[config.mk]
export PLATFORM = sky130hd
export DESIGN_NAME = scg_self_ref_exit
export DESIGN_NICKNAME = d
export VERILOG_FILES = /design/src/rtl/scg_pkg.sv /design/src/rtl/scg_delay_cnt.sv /design/src/rtl/scg_self_ref_exit.sv
export SDC_FILE = /design/constraint.sdc
export NUM_CORES = 1
export LEC_CHECK = 0
export CORE_UTILIZATION = 38
export DETAILED_ROUTE_END_ITERATION = 8
export PLACE_DENSITY_LB_ADDON = 0.05
export SLEW_MARGIN = 20
export SYNTH_ARGS = -nofsm -noshare
export SYNTH_HDL_FRONTEND = slang
export SYNTH_SLANG_ARGS = --single-unit
export TNS_END_PERCENT = 1
[constraint.sdc]
create_clock -name clk -period 4.7 [get_ports clk]
set_input_delay 0.94 -clock clk [delete_from_list [all_inputs] [get_ports clk]]
set_output_delay 0.94 -clock clk [all_outputs]
set_load 0.02 [all_outputs]
[src/rtl/scg_pkg.sv]
// Shared definitions for the SDRAM command generator: command codes, timing defaults
// and a counter sizing helper.
package scg_pkg;

  typedef enum logic [3:0] {
    CMD_NOP          = 4'd0,
    CMD_ACTIVE       = 4'd1,
    CMD_READ         = 4'd2,
    CMD_WRITE        = 4'd3,
    CMD_PRECHARGE    = 4'd4,
    CMD_AUTO_REFRESH = 4'd5,
    CMD_SELF_REF     = 4'd6,
    CMD_LOAD_MODE    = 4'd7,
    CMD_SREF_EXIT    = 4'd8
  } scg_cmd_e;

  localparam int unsigned T_XSR_DEF = 10;
  localparam int unsigned T_RFC_DEF = 7;

  // Bits needed to hold (max - 1) of the three values, never less than one.
  function automatic int unsigned cnt_width(int unsigned a, int unsigned b, int unsigned c);
    int unsigned m;
    m = a;
    if (b > m) m = b;
    if (c > m) m = c;
    return (m < 2) ? 1 : $clog2(m);
  endfunction

endpackage

[src/rtl/scg_delay_cnt.sv]
// Loadable down-counter with a zero flag; holds at zero rather than wrapping.
module scg_delay_cnt #(
  parameter int unsigned Width = 4
) (
  input  logic             clk,
  input  logic             n_rst,
  input  logic             load,
  input  logic [Width-1:0] load_val,
  input  logic             dec,
  output logic             zero
);

  logic [Width-1:0] cnt_q;

  always_ff @(posedge clk or negedge n_rst) begin
    if (!n_rst) begin
      cnt_q <= '0;
    end else if (load) begin
      cnt_q <= load_val;
    end else if (dec && (cnt_q != '0)) begin
      cnt_q <= cnt_q - Width'(1);
    end
  end

  assign zero = (cnt_q == '0);

endmodule

[src/rtl/scg_self_ref_exit.sv]
// Self-refresh exit sequencer: SREF_EXIT, tXSR of NOPs, then N_AREF auto-refreshes each
// followed by tRFC of NOPs, finishing with a level-held start/done handshake.
module scg_self_ref_exit
  import scg_pkg::*;
#(
  parameter int unsigned T_XSR  = T_XSR_DEF,
  parameter int unsigned T_RFC  = T_RFC_DEF,
  parameter int unsigned N_AREF = 2
) (
  input  logic       clk,
  input  logic       n_rst,
  input  logic       start,
  output logic       done,
  output logic [3:0] command,
  output logic       cke_req
);

  localparam int unsigned    CntW     = cnt_width(T_XSR, T_RFC, N_AREF);
  localparam logic [CntW-1:0] XsrLoad  = CntW'(T_XSR - 1);
  localparam logic [CntW-1:0] RfcLoad  = CntW'(T_RFC - 1);
  localparam logic [CntW-1:0] ArefLoad = CntW'((N_AREF > 0) ? N_AREF - 1 : 0);
  localparam bit              HasAref  = (N_AREF > 0);

  typedef enum logic [2:0] {
    StIdle, StExit, StWaitXsr, StAref, StWaitRfc, StDone
  } state_e;

  state_e          state_q, state_d;
  scg_cmd_e        command_q;
  logic            cke_q, done_q;
  logic            wait_load, wait_dec, wait_zero;
  logic            ref_load, ref_dec, ref_zero;
  logic [CntW-1:0] wait_val;

  scg_delay_cnt #(.Width(CntW)) u_wait_cnt (
    .clk      (clk),
    .n_rst    (n_rst),
    .load     (wait_load),
    .load_val (wait_val),
    .dec      (wait_dec),
    .zero     (wait_zero)
  );

  scg_delay_cnt #(.Width(CntW)) u_ref_cnt (
    .clk      (clk),
    .n_rst    (n_rst),
    .load     (ref_load),
    .load_val (ArefLoad),
    .dec      (ref_dec),
    .zero     (ref_zero)
  );

  always_comb begin
    state_d   = state_q;
    wait_load = 1'b0;
    wait_val  = '0;
    wait_dec  = 1'b0;
    ref_load  = 1'b0;
    ref_dec   = 1'b0;
    unique case (state_q)
      StIdle: if (start) state_d = StExit;
      StExit: begin
        wait_load = 1'b1;
        wait_val  = XsrLoad;
        state_d   = StWaitXsr;
      end
      StWaitXsr: begin
        if (!wait_zero) begin
          wait_dec = 1'b1;
        end else if (HasAref) begin
          ref_load = 1'b1;
          state_d  = StAref;
        end else begin
          state_d = StDone;
        end
      end
      StAref: begin
        wait_load = 1'b1;
        wait_val  = RfcLoad;
        state_d   = StWaitRfc;
      end
      StWaitRfc: begin
        if (!wait_zero) begin
          wait_dec = 1'b1;
        end else if (ref_zero) begin
          state_d = StDone;
        end else begin
          ref_dec = 1'b1;
          state_d = StAref;
        end
      end
      StDone: if (!start) state_d = StIdle;
      default: state_d = StIdle;
    endcase
  end

  // Outputs are registered from the next state so they always match the current state.
  always_ff @(posedge clk or negedge n_rst) begin
    if (!n_rst) begin
      state_q   <= StIdle;
      command_q <= CMD_NOP;
      cke_q     <= 1'b0;
      done_q    <= 1'b0;
    end else begin
      state_q   <= state_d;
      command_q <= (state_d == StExit) ? CMD_SREF_EXIT :
                   (state_d == StAref) ? CMD_AUTO_REFRESH : CMD_NOP;
      cke_q     <= (state_d != StIdle);
      done_q    <= (state_d == StDone);
    end
  end

  assign command = command_q;
  assign cke_req = cke_q;
  assign done    = done_q;

endmodule

After elaboration in Yosys (flattened, before gate mapping)
Cells that the tools add are included.
Word-level totals
  flip-flop bits (word level): 17
  input port bits: 3
  output and inout bits: 6
  logic and storage cells: 49
Cells by class
  add/subtract/negate cells: 2
  equality and inequality tests: 8
  mux-type cells: 21
  reduce and logical (&&, ||, !) cells: 12
Operators with widths (count)
  $mux 4: 5
  $mux 3: 6
  $pmux 3 s6: 1
  $eq 3x2->1 const B: 3
  $eq 3x3->1 const B: 3
  $logic_not 4->1: 2
  $mux 1: 8
  $pmux 4 s2: 1
  $reduce_bool 4->1: 2
  $sub 4x1->4 const B: 2
  $eq 3x1->1 const B: 2
  $reduce_bool 2->1: 2
  $reduce_or 2->1: 2
  $logic_not 3->1: 1
  $reduce_bool 3->1: 1
  $logic_and 1x1->1: 2

Logic depth before layout (Yosys ltp)
Gate-level depths: netlist of run 1.
  word-level depth: 7
  mapped depth: 6
  gate-level depth less buffers: 5

Modules after synthesis
Synthesis of run 1 repeated with hierarchy kept, for this count alone.
Unflattened totals
  cell total of the unflattened synthesis: 97
  area, all modules: 917.1 sq um
By module, submodules not included
  scg_self_ref_exit: times used 1, cells an instance 43, area an instance 394.1 sq um
  scg_delay_cnt (u_ref_cnt): times used 1, cells an instance 27, area an instance 270.3 sq um
  scg_delay_cnt (u_wait_cnt): times used 1, cells an instance 27, area an instance 252.7 sq um

Least setup slack after synthesis of run 1
Ideal clock, no wire load.
  path type: reg-to-reg
  start: reg u_wait_cnt.cnt_q[1]
  end: reg u_ref_cnt.cnt_q[1]
  library setup time: 0.127 ns
  data arrival time: 1.829 ns
  required time: 4.573 ns
  setup slack: 2.744 ns
  cell stages (with the launch flop): 7
  buffers on the path: 1
  clock period less this slack: 1.956 ns
  path through: dfrtp_1 > inv_1 > ha_1 > or3b_1 > buf_6 > or4_4 > mux2i_1
On the way
  cells in the longest elaborated chain, start to end: 5
Ends and longest elaborated chain
  from (decl): line scg_delay_cnt.sv:13  | logic [Width-1:0] cnt_q;
  from (signal assigned): line scg_delay_cnt.sv:19  | cnt_q <= load_val;
  from (signal assigned): line scg_delay_cnt.sv:21  | cnt_q <= cnt_q - Width'(1);
  $logic_not 4->1 *: line scg_delay_cnt.sv:25  | assign zero = (cnt_q == '0);
  $mux 1: line scg_self_ref_exit.sv:83  | if (!wait_zero) begin
  $mux 1: line scg_self_ref_exit.sv:60  | unique case (state_q)
  $logic_and 1x1->1: line scg_delay_cnt.sv:20  | end else if (dec && (cnt_q != '0)) begin
  $reduce_bool 2->1 (no line)
  to (signal assigned): line scg_delay_cnt.sv:19
  to (signal assigned): line scg_delay_cnt.sv:21
  to (decl): line scg_delay_cnt.sv:13
Every way passes the cells marked *; elsewhere a longest branch is shown, timed or not.
A chain may end at the register's enable or synchronous reset.

Final worst setup path of run 1
  start: reg command_q[3], in the netlist command[3]
  end: out command[3]
RTL lines
  from (decl): line scg_self_ref_exit.sv:29  | scg_cmd_e command_q;
  from (signal assigned): line scg_self_ref_exit.sv:106  | command_q <= (state_d == StExit) ? CMD_SREF_EXIT :
  to (decl): line scg_self_ref_exit.sv:14  | output logic [3:0] command,
No word-level cell between the ends.

==> metrics.txt, run 1 <==
Reg-to-Reg End u_ref_cnt.cnt_q[1]; # port buffers 7; cells after synthesis 95; Crit Path Max Fanout 1; Synth top cells by count dfrtp_1 (15), a21oi_1 (7), inv_1 (5), o21ai_0 (5), mux2i_1 (4); Rel. slew slack 38.45%; post-cts hold buffer count 0; hold wc startpoint u_ref_cnt.cnt_q[0]; # IOs 9; Leak Pwr 0.4310 nW; hold endpoint u_ref_cnt.cnt_q[0]; Max rail drop VDD 0.2908 mV; Crit. End Element output port; clock sinks 15; initial core utilization 41.12%; Top delay family on crit path buffers and inverters; Crit. Startpoint command[3]; Synth Cell Area 927.1 um^2; maximum clock path buffer count 2; share of layout cells above drive strength 1 9.184%; pin count of the biggest net entering global routing 23; Num CTS Buffers 3; Final Core Density 44.78%; Die Y 51.40 um; CTS root buf clkbuf_4; # rows 17; most common cell in the netlist dfrtp_1; Synthesized Nets 100; RSZ-0062 raised after global routing false; CP bufs+invs 1; synthesis-stage register bit count 15; Synth Area per Inst 9.759 um^2; Crit Path Category flop to output port; # diodes 0; Max Cap Viol 0; CP startpoint kind flop; dominant cell type by area after synthesis dfrtp_1; Post-DP HPWL 1231 um; first-pass GRT wire length 3084 um; CP Cell Sequence clkdlybuf4s50_1; outcome finished, final reports clean; worst hold stages 1; CTS resizes 0; initial antenna violation count 0; Synth cell types 46; Routed Antenna Nets 0; Async SR Flop Fraction 100.0%; Power Dens Cells 653.1 nW/um^2; Yosys top cell area share 40.49%; top cells by area, synth dfrtp_1 (40%), mux2i_1 (4.3%), a21oi_1 (3.8%), ha_1 (2.7%), o21ai_0 (2.7%); fin. max-slew vios 0; 1st-iter DRT viols 20; Final Hold Vio Count 0; DRT Wirelength 1783 um; clock transition at the registers of the reported paths 0.09 ns; GR Util All Layers 16.13%; via count 716; Synth Warn # 0; Crit path largest cell delay 0.60 ns; GPL Wtd Cong 0.8473; TritonCTS clock tree built; average wire per standard cell 14.15 um; area of the core 2255 um^2; Crit Reg-Reg Startpoint u_wait_cnt.cnt_q[0]; Critical Path RT 3.76 ns; flop2flop setup slack 2.54 ns; Avg Vias per Cell 5.683; setup TNS 0 ns; vias in the first global route 664; Post-CTS Setup Inserts 0; die width 51.40 um; R2R depth 5; sequential-to-total area share from yosys stat 40.49%; Final Setup Violations 0; Tightest Pin Transition 0.9105 ns; router iterations before antenna repair 4; fin nets 104; die area 2641 um^2; CP max-delay cell clkdlybuf4s50_1; insertion delay to the later sink of the worst-skew pair 0.29 ns; Min-Delay Path Class flop to flop; fin crit period 2.168 ns; remaining global-route overflow 0; Top FF cell, synth dfrtp_1; Fmax 461.2 MHz; clock skew 0.008279 ns; Tcrit/Tclk final 46.13%; htree depth 1; Remaining DRCs 0; P&R area growth vs syn 8.907%; CP arrival 1.23 ns; Post-synth EDFFs 0; final hold slack 0.5263 ns
cell families (layout without fill, tap and decap cells):
group / after synthesis / in the layout / synth area share, %
compound gates: 31 / 31 / 23.08
xor+xnor: 3 / 3 / 2.835
fa+ha+maj: 2 / 2 / 2.699
buf+inv: 13 / 16 / 7.287
flops: 15 / 15 / 40.49
mux: 4 / 4 / 4.319
other cells: 1 / 1 / 0.4045
simple gates: 26 / 26 / 18.89
how the worst max path moves through the flow:
| stage | endpoint | cells past startpoint |
|---|---|---|
| after CTS | command[3] | 1 |
| after floorplan | u_ref_cnt.cnt_q[1] | 6 |
| final | command[3] | 1 |
| after global placement | u_ref_cnt.cnt_q[0] | 5 |
| after global routing | state_q[0] | 5 |
| after detailed placement | u_ref_cnt.cnt_q[1] | 5 |
layer usage:
| layer | track usage, % | vias to the layer above | routed length [um] |
|---|---|---|---|
| met4 | 5.405 | 0 | 16 |
| met1 | 20.59 | 341 | 847 |
| li1 | - | 360 | - |
| met3 | 5.357 | 2 | 70 |
| met5 | 0 | - | 0 |
| met2 | 25.32 | 13 | 848 |
cell type report:
type	instances	area, um^2
Clock buffer	4	26.28
Fill cell	227	1245
Inverter	5	18.77
Multi-Input combinational cell	67	484.2
Sequential cell	15	375.4
Tap cell	28	35.03
Timing Repair Buffer	7	70.07
where the power goes:
part	switching, W	internal (W)	total, W
Clock	0.0000414	0.0000330	0.0000744
Combinational	0.000153	0.000162	0.000315
Sequential	0.0000912	0.000179	0.000270
Total	0.000286	0.000374	0.000659
worst register-to-register path, delay by kind of cell, from the launching register on:
kind                       cells  cell delay (ns)
adders and majority gates      1             0.24
and+or+nand+nor                2             1.13
muxes                          1             0.14
buffers and inverters          1             0.09
DFF                            1             0.44
stage by stage:
step	instances	worst slack [ns]	total power [W]	cell area [um^2]
floorplan	95	2.744	0.0005172	927.1
finish	126	2.532	0.0006594	1010
CTS	126	2.504	0.0006647	1010
global placement	122	2.599	0.0005904	983.4
global route	126	2.411	0.0007212	1010
detailed placement	122	2.576	0.0005874	983.4
registers in the layout, indices dropped and copies added, names as in the netlist:
signal            flops
cke_req               1
command               2
done                  1
state_q               3
u_ref_cnt.cnt_q       4
u_wait_cnt.cnt_q      4
placed cells by master (no fill, tap or decap), types with 2 or more instances in the layout:
master | netlist | final
o21ai_0 | 5 | 5
inv_1 | 5 | 5
xnor2_1 | 2 | 2
clkdlybuf4s50_1 | 0 | 7
a21oi_1 | 7 | 7
a32o_1 | 2 | 2
and2_1 | 2 | 2
dfrtp_1 | 15 | 15
nand2_1 | 2 | 2
nor4_1 | 3 | 3
a21o_1 | 3 | 3
mux2i_1 | 4 | 4
a31oi_1 | 3 | 3
ha_1 | 2 | 2
clkbuf_4 | 0 | 3
nor2_1 | 3 | 3
nor3b_1 | 2 | 2
No activity file was read; power rests on OpenSTA's default activity.
==> inputs of run 2 (changes only) <==
==> constraint.sdc (replaced) <==
create_clock -name clk -period 1.85 [get_ports clk]
set_input_delay 0.37 -clock clk [delete_from_list [all_inputs] [get_ports clk]]
set_output_delay 0.37 -clock clk [all_outputs]
set_load 0.02 [all_outputs]
==> metrics.txt, run 2 (synthesized netlist as in run 1, its figures left out) <==
Cell Area, Placed 1101 um^2 (+12%); Power Dens Cells 1691 nW/um^2 (+160%); Tcrit/Tclk final 95.35%; storage element area 375.4 um^2 (unchanged); R2R depth 6 (+1); Die Y 51.40 um (unchanged); fin nets 118 (+13%); # rows 17 (unchanged); P&R area growth vs syn 22.00%; # port buffers 7 (unchanged); Num CTS Buffers 3 (unchanged); Crit Path Max Fanout 5 (+4); Post-DP HPWL 1379 um (+12%); post-cts hold buffer count 0 (unchanged); Crit Reg-Reg Startpoint u_wait_cnt.cnt_q[0]; die area 2641 um^2 (unchanged); Min-Delay Path Class input port to async pin; area of the core 2255 um^2 (unchanged); Reg-to-Reg End u_ref_cnt.cnt_q[2]; router iterations before antenna repair 4 (unchanged); fin. max-slew vios 0 (unchanged); via count 767 (+7.1%); footprint of the multi-input gates 499.2 um^2 (+3.1%); clock sinks 15 (unchanged); DRT Wirelength 1897 um (+6.4%); CP max-delay cell or4b_2; outcome finished, final reports clean; Critical Path RT 2.02 ns (-1.74 ns); Remaining DRCs 0 (unchanged); Max rail drop VDD 0.9396 mV (+220%); share of layout cells above drive strength 1 25.00% (+16 points); remaining global-route overflow 0 (unchanged); die width 51.40 um (unchanged); Crit. End Element flop; Finished Cell Area 1131 um^2 (+12%); initial core utilization 41.12% (unchanged); Fmax 566.9 MHz; setup TNS 0 ns (unchanged); Max Cap Viol 0 (unchanged); CTS root buf clkbuf_4; Avg Vias per Cell 5.479 (-3.6%); # diodes 0 (unchanged); vias in the first global route 697 (+5.0%); CP startpoint kind flop; Filler cells 223 (-1.8%); htree depth 1 (unchanged); # IOs 9 (unchanged); Crit Path Category flop to flop; Final Setup Violations 0 (unchanged); RSZ-0062 raised after global routing false; Regs by FF count u_ref_cnt.cnt_q: 4 flops, u_wait_cnt.cnt_q: 4 flops, state_q: 3 flops; most frequent cells in the layout dfrtp_1 (15), buf_4 (14), a21oi_1 (7), clkdlybuf4s50_1 (7), mux2i_1 (4); 1st-iter DRT viols 24 (+20%); first-pass GRT wire length 3339 um (+8.3%); GPL Wtd Cong 0.7905 (-6.7%); Final Hold Vio Count 0 (unchanged); GR Util All Layers 17.48% (+1.3 points); Leak Pwr 0.5019 nW (+16%); average wire per standard cell 13.55 um (-4.2%); insertion delay to the later sink of the worst-skew pair 0.29 ns (about the same); fin crit period 1.764 ns; clock skew 0.009364 ns (+0.001086 ns); maximum clock path buffer count 2 (unchanged); most common cell after layout, fill and taps aside dfrtp_1; flop2flop setup slack 0.09 ns (-2.45 ns); initial antenna violation count 0 (unchanged); TritonCTS clock tree built; Crit path largest cell delay 0.67 ns (+0.07 ns); clock transition at the registers of the reported paths 0.10 ns (about the same); CP Cell Sequence inv_2, ha_4, buf_4, or4b_2, o21ai_0, mux2i_1; CP arrival 1.94 ns (+0.71 ns); pin count of the biggest net entering global routing 21 (-8.7%); Routed Antenna Nets 0 (unchanged)
==> run 2: cell types whose count changed in the layout (fill, tap and decap cells not counted) <==
cell	previous run	this run
ha_1	2	1
inv_2	0	2
ha_4	0	1
or3b_4	0	1
buf_4	0	14
clkinv_2	0	1
inv_1	5	3
o21ai_0	5	3
o21ai_1	0	2
clkbuf_1	1	0
or3b_1	1	0
==> run 2: per-stage QoR <==
stage	setup slack, ns	util, %	power (W)	hold WS, ns	cells
floorplan	0.03532	-	0.001346	0.07441	95
global placement	0.03664	48.83	0.001704	0.4951	136
detailed placement	0.01260	48.83	0.001716	0.4939	136
CTS	0.06609	50.17	0.001926	0.3813	140
global route	0.006594	50.17	0.002101	0.3973	140
finish	0.08611	50.17	0.001912	0.3808	140
==> run 2: how the worst max path moves through the flow <==
stage                     endpoint                start  depth (start not counted)
3_3_place_gp   u_wait_cnt.cnt_q[1]  u_wait_cnt.cnt_q[0]                          5
5_1_grt        u_wait_cnt.cnt_q[1]  u_wait_cnt.cnt_q[0]                          5
2_1_floorplan  u_wait_cnt.cnt_q[1]  u_wait_cnt.cnt_q[0]                          6
3_5_place_dp   u_wait_cnt.cnt_q[1]  u_wait_cnt.cnt_q[0]                          5
6_report        u_ref_cnt.cnt_q[2]  u_wait_cnt.cnt_q[0]                          6
4_1_cts         u_ref_cnt.cnt_q[1]  u_wait_cnt.cnt_q[0]                          6
==> run 2: worst max-delay path: cells and delay by family, from the launching register on <==
kind	cells	cell delay, ns
fa+ha+maj	1	0.13
simple gates	1	0.67
buf+inv	2	0.20
flops	1	0.39
compound gates	1	0.18
mux	1	0.09
==> run 2: what timing repair did <==
| item | 4_1_cts | 5_1_grt |
|---|---|---|
| setup endpoints to repair | 1 | 1 |
| cloned | 0 | 0 |
| buffers inserted | 0 | 0 |
| gates resized for setup | 1 | 2 |
==> run 2: area by class of cell <==
cell class	instances	share of cell area, %
Clock buffer	3	1.991
Clock inverter	1	0.4425
Inverter	5	1.659
Multi-Input combinational cell	67	44.14
Sequential cell	15	33.19
Tap cell	28	3.097
Timing Repair Buffer	21	15.49
==> run 2: metal layers <==
metal | wire [um] | track usage [%] | vias to the layer above
met2 | 871 | 24.89 | 16
met5 | 0 | 0 | -
met3 | 88 | 6.250 | 2
met4 | 15 | 5.405 | 0
li1 | - | - | 391
met1 | 921 | 24.36 | 358
==> run 2: report_power, final <==
| part | switching [W] | internal, W | total [W] |
|---|---|---|---|
| Clock | 0.000113 | 0.0000804 | 0.000194 |
| Sequential | 0.0000877 | 0.000456 | 0.000544 |
| Combinational | 0.000583 | 0.000591 | 0.00117 |
